## src/rtl/safe_pkg.sv

```systemverilog
// Shared types, sizes and the saturating BCD helper for the safe-cracking game.
package safe_pkg;

    localparam int DIGITS = 4;
    localparam int CODE_W = 2 * DIGITS;

    typedef enum logic [2:0] {
        ST_IDLE = 3'd0,
        ST_ARM  = 3'd1,
        ST_PLAY = 3'd2,
        ST_EVAL = 3'd3,
        ST_WIN  = 3'd4,
        ST_LOSE = 3'd5
    } safe_state_t;

    // Two-digit BCD increment that sticks at 99 instead of wrapping.
    function automatic logic [7:0] bcd_inc2(input logic [7:0] v);
        if (v == 8'h99)
            return 8'h99;
        if (v[3:0] >= 4'd9)
            return {v[7:4] + 4'd1, 4'd0};
        return {v[7:4], v[3:0] + 4'd1};
    endfunction

endpackage

```

## src/rtl/safe_game_ctrl_tries.sv

```systemverilog
// Two-digit BCD attempt counter with clear and saturation at 99.
module bcd_tries_counter
    import safe_pkg::*;
(
    input  logic       clk,
    input  logic       reset,
    input  logic       clr,
    input  logic       inc,
    output logic [7:0] count
);

    logic [7:0] count_reg;

    always_ff @(posedge clk) begin
        if (reset || clr)
            count_reg <= 8'h00;
        else if (inc)
            count_reg <= bcd_inc2(count_reg);
    end

    assign count = count_reg;

endmodule

```

## src/rtl/safe_game_ctrl.sv

```systemverilog
// Round sequencer: latches the secret, gates editing, runs each guess through
// the evaluator and declares WIN or LOSE.
module safe_game_ctrl
    import safe_pkg::*;
#(
    parameter int MAX_TRIES = 99,
    parameter int EVAL_WAIT = 2
) (
    input  logic              clk,
    input  logic              reset,
    input  logic              start,
    input  logic              submit,
    input  logic [CODE_W-1:0] lfsr_q,
    input  logic [3:0]        n_correct,
    input  logic [3:0]        n_misplaced,
    output logic [CODE_W-1:0] code_out,
    output logic              edit_en,
    output logic [7:0]        tries,
    output logic [3:0]        res_correct,
    output logic [3:0]        res_misplaced,
    output logic              res_valid,
    output logic [2:0]        state_out,
    output logic              win,
    output logic              lose
);

    localparam logic [2:0] IDLE = ST_IDLE;
    localparam logic [2:0] ARM  = ST_ARM;
    localparam logic [2:0] PLAY = ST_PLAY;
    localparam logic [2:0] EVAL = ST_EVAL;
    localparam logic [2:0] WIN  = ST_WIN;
    localparam logic [2:0] LOSE = ST_LOSE;

    localparam logic [7:0] MAX_BCD = 8'(((MAX_TRIES / 10) * 16) + (MAX_TRIES % 10));
    localparam int WAIT_W = (EVAL_WAIT > 1) ? $clog2(EVAL_WAIT) : 1;
    localparam logic [WAIT_W-1:0] WAIT_LOAD = WAIT_W'(EVAL_WAIT - 1);

    logic [2:0]        state_reg, state_next;
    logic [WAIT_W-1:0] eval_cnt_reg, eval_cnt_next;
    logic [CODE_W-1:0] code_reg;
    logic [3:0]        res_correct_reg, res_misplaced_reg;
    logic              res_valid_reg, edit_en_reg, win_reg, lose_reg;
    logic              arm_now, latch_now;
    logic [7:0]        tries_cnt, tries_inc_val;

    assign tries_inc_val = bcd_inc2(tries_cnt);

    always_comb begin
        state_next    = state_reg;
        eval_cnt_next = eval_cnt_reg;
        arm_now       = 1'b0;
        latch_now     = 1'b0;
        case (state_reg)
            IDLE, WIN, LOSE: begin
                if (start) begin
                    state_next = ARM;
                    arm_now    = 1'b1;
                end
            end
            ARM: state_next = PLAY;
            PLAY: begin
                if (start) begin
                    state_next = ARM;
                    arm_now    = 1'b1;
                end else if (submit) begin
                    state_next    = EVAL;
                    eval_cnt_next = WAIT_LOAD;
                end
            end
            EVAL: begin
                if (eval_cnt_reg != '0) begin
                    eval_cnt_next = eval_cnt_reg - 1'b1;
                end else begin
                    latch_now = 1'b1;
                    // A correct guess wins even when it uses the last allowed try.
                    if (n_correct == 4'(DIGITS))
                        state_next = WIN;
                    else if (tries_inc_val == MAX_BCD)
                        state_next = LOSE;
                    else
                        state_next = PLAY;
                end
            end
            default: state_next = IDLE;
        endcase
    end

    always_ff @(posedge clk) begin
        if (reset) begin
            state_reg         <= IDLE;
            eval_cnt_reg      <= '0;
            code_reg          <= '0;
            res_correct_reg   <= 4'd0;
            res_misplaced_reg <= 4'd0;
            res_valid_reg     <= 1'b0;
            edit_en_reg       <= 1'b0;
            win_reg           <= 1'b0;
            lose_reg          <= 1'b0;
        end else begin
            state_reg     <= state_next;
            eval_cnt_reg  <= eval_cnt_next;
            res_valid_reg <= latch_now;
            edit_en_reg   <= (state_next == PLAY);
            win_reg       <= (state_next == WIN);
            lose_reg      <= (state_next == LOSE);
            if (arm_now) begin
                code_reg          <= lfsr_q;
                res_correct_reg   <= 4'd0;
                res_misplaced_reg <= 4'd0;
            end else if (latch_now) begin
                res_correct_reg   <= n_correct;
                res_misplaced_reg <= n_misplaced;
            end
        end
    end

    bcd_tries_counter u_tries (
        .clk   (clk),
        .reset (reset),
        .clr   (arm_now),
        .inc   (latch_now),
        .count (tries_cnt)
    );

    assign code_out      = code_reg;
    assign edit_en       = edit_en_reg;
    assign tries         = tries_cnt;
    assign res_correct   = res_correct_reg;
    assign res_misplaced = res_misplaced_reg;
    assign res_valid     = res_valid_reg;
    assign state_out     = state_reg;
    assign win           = win_reg;
    assign lose          = lose_reg;

endmodule
```

## config.mk

```make
export PLATFORM = sky130hd
export DESIGN_NAME = safe_game_ctrl
export DESIGN_NICKNAME = d
export VERILOG_FILES = /design/src/rtl/safe_pkg.sv /design/src/rtl/safe_game_ctrl_tries.sv /design/src/rtl/safe_game_ctrl.sv
export SDC_FILE = /design/constraint.sdc
export NUM_CORES = 1
export LEC_CHECK = 0
export CORE_AREA = 10 10 69 71
export CTS_BUF_LIST = sky130_fd_sc_hd__clkbuf_16
export DETAILED_ROUTE_END_ITERATION = 8
export DIE_AREA = 0 0 79 81
export PLACE_DENSITY = 0.77
export SLEW_MARGIN = 25
export SYNTH_ARGS = -nofsm -noshare
export SYNTH_HDL_FRONTEND = slang
export SYNTH_SLANG_ARGS = --single-unit
```

## constraint.sdc

```tcl
create_clock -name clk -period 3 [get_ports clk]
set_input_delay 0.3 -clock clk [delete_from_list [all_inputs] [get_ports clk]]
set_output_delay 0.3 -clock clk [all_outputs]
set_load 0.01 [all_outputs]
```

==> metrics <==
design area 2150 µm²; gr busiest metal met2; post-place instance area 2010 µm²; met1 GRT Util 11.9%; power density cells 482 nW/µm²; critical register-to-register path startpoint u_tries.count[1]; n_diodes 0; total leakage power 0.000841 µW; post-synth top area share 42.8%; r2r setup slk 0.52 ns; CP Class flop to flop; critical path endpoint win; Slew @ Worst Pin 0.631 ns; cell-by-cell trace of the critical path inv_1, ha_1, nor3b_2, nor2_2, ha_1, or3_1, nor3_1, a21oi_1, o21a_1, and2_1; distinct cell type count of the synthesized netlist 38; Worst Path Required 3.17 ns; FP Rows 22; synthesized net count 192; slowest cell delay on critical path 0.41 ns; Die ar. 6400 µm²; H-tree Lvls 2; Starting Density 42.4%; outcome finished, final reports clean; Setup TNS 0 ns; TritonCTS Buffers 5; Iter 0 DRT Violations 49; CTS tree yes; vias in the first global route 1317; Worst Path Max Fanout 5; Worst EP arrival 2.65 ns; Slew Viols, Final 0; Worst Setup Start Kind flop; minimum clock period 2.48 ns; clk_skew 0.00270 ns; WP buf/inv 1; GR met3 Demand/Resource 7.62%; Buffers on Ports 50; DR DRC count 0; most common cell type on the critical path ha_1; RSZ-0062 raised after global routing false; top_reg_cell synth dfxtp_1; io pins 51; Hold Buf Count CTS 0; total track usage 11.3%; Clk pin slew, worst setup/hold paths 0.05 ns; Max-slew headroom 57.9%; Hold Worst Slack 0.452 ns; die width 79 µm; Worst setup EP type flop; Synth area leader dfxtp_1; setup violators final 0; Core Region 3520 µm²; Post-synth EDFFs 0; # nets final 241; most frequent cells in the layout clkdlybuf4s50_1 (50), dfxtp_1 (32), nor2_1 (22); asr flop ratio synth 0%; Max Cap Viol 0; clock tree root buffer cell clkbuf_16; initial antenna violation count 0; Seq/Total Area, Yosys 42.8%; largest net degree at the start of global routing 17; Die Y 81 µm; post-DP HPWL 2.65 mm; drt total wl 3.56 mm; worst-case clock buffer depth 2; most common cell after layout, fill and taps aside clkdlybuf4s50_1; remaining global-route overflow 0; Setup Slack @ Placement 0.523 ns; Peak Freq 0.403 GHz; Hold/Removal Path Class flop to flop; Detail Route Antenna Nets 0; first-pass GRT wire length 5.85 mm; Post-Syn Area 1500 µm²; FF-to-FF path depth 10; synthesized area per cell 9.01 µm²; number of cells on the critical path 10; drt first pass iters 4; Area growth syn-to-layout 43.6%; CP top delay family simple AND/OR/NAND/NOR gates; ratio of cells with drive above 1 in the final layout 6.98%; beginning of the critical path u_tries.count[1]; largest cells by area after synthesis dfxtp_1 (43%), mux2i_1 (7.4%), nor2_1 (5.5%); CP max stage cell dfxtp_1; met2 usage 18.0%; post-CTS setup buffers 0; Placer Congestion 0.833; Final WS setup 0.520 ns; VDD IR-drop max 469 µV; vias per cell 4.93; Fill cells 330; WL per Instance 13.5 µm; clock latency on the worst-skew pair 0.27 ns; Seq cells post-synth 32; r2r endpoint win; Ys Warns 0; Via Count 1296; final hold vios 0; fin crit share 82.7%; clock sink count 32; Mapped Cells 166; post-CTS resize count 0
==> worst min-delay path by stage <==
| stage | start | endpoint | slack (ns) | cells after the start |
|---|---|---|---|---|
| 6_report | res_correct[1] | res_correct[1] | 0.45 | 2 |
| 5_1_grt | res_misplaced[3] | res_misplaced[3] | 0.47 | 2 |
| 4_1_cts | res_correct[2] | res_correct[2] | 0.45 | 2 |
| 3_5_place_dp | res_correct[2] | res_correct[2] | 0.45 | 2 |
| 3_3_place_gp | res_correct[2] | res_correct[2] | 0.44 | 2 |
| 2_1_floorplan | reset | res_valid | 0.38 | 1 |
==> tightest hold or removal path, cell delays in order, from the launching register on <==
cell,delay (ns)
dfxtp_1,0.30
nand2_1,0.05
a21oi_1,0.05
==> cell usage after synthesis, types with 3 or more instances <==
master,n
a211oi_1,3
a21oi_1,13
and4bb_1,3
buf_2,4
buf_4,3
dfxtp_1,32
ha_1,6
inv_1,6
mux2i_1,11
nand2_1,21
nor2_1,22
nor2b_1,3
nor3_1,5
or3_1,3
==> routing by layer <==
metal  wire [µm]  share of wire (%)  vias up
li1            -                  -      666
met1        1490                 42      592
met2        1640                 46       35
met3         392                 11        3
met4          37                1.0        0
met5           0                  0        -
==> report_power, final <==
part	leakage, µW	total (µW)	internal (µW)	switching, µW
logic	0.000511	119	67.5	52.0
registers	0.000260	454	440	13.8
clock network	0.0000709	462	297	165
total	0.000841	1040	804	231
==> layout make-up <==
type,instances,area (µm²),area share (%)
repair buffers,51,508,23.7
multi-input cells,118,778,36.2
flip-flops and latches,32,641,29.8
clock inverters,2,8.76,0.408
clock buffers,5,125,5.83
inverters,7,26.3,1.22
well taps,48,60.1,2.80
==> stage by stage <==
stage          utilization (%)  instances  total power (µW)
2_1_floorplan                -        166               524
3_3_place_gp              57.1        256               582
3_5_place_dp              57.1        256               583
4_1_cts                   60.9        263              1050
5_1_grt                   60.9        263              1080
6_report                  60.9        263              1040
==> cell families (layout without fill, tap and decap cells) <==
family | Yosys count | count (layout) | synth area share [%]
multiplexers | 11 | 11 | 7.36
AO/OA/AOI/OAI | 27 | 27 | 11.6
XOR/XNOR | 2 | 2 | 1.17
adder cells (fa/ha/maj) | 6 | 6 | 5.02
AND/OR/NAND/NOR | 72 | 72 | 26.9
buffers and inverters | 16 | 65 | 5.10
flip-flops | 32 | 32 | 42.8
No activity file was read; power rests on OpenSTA's default activity.
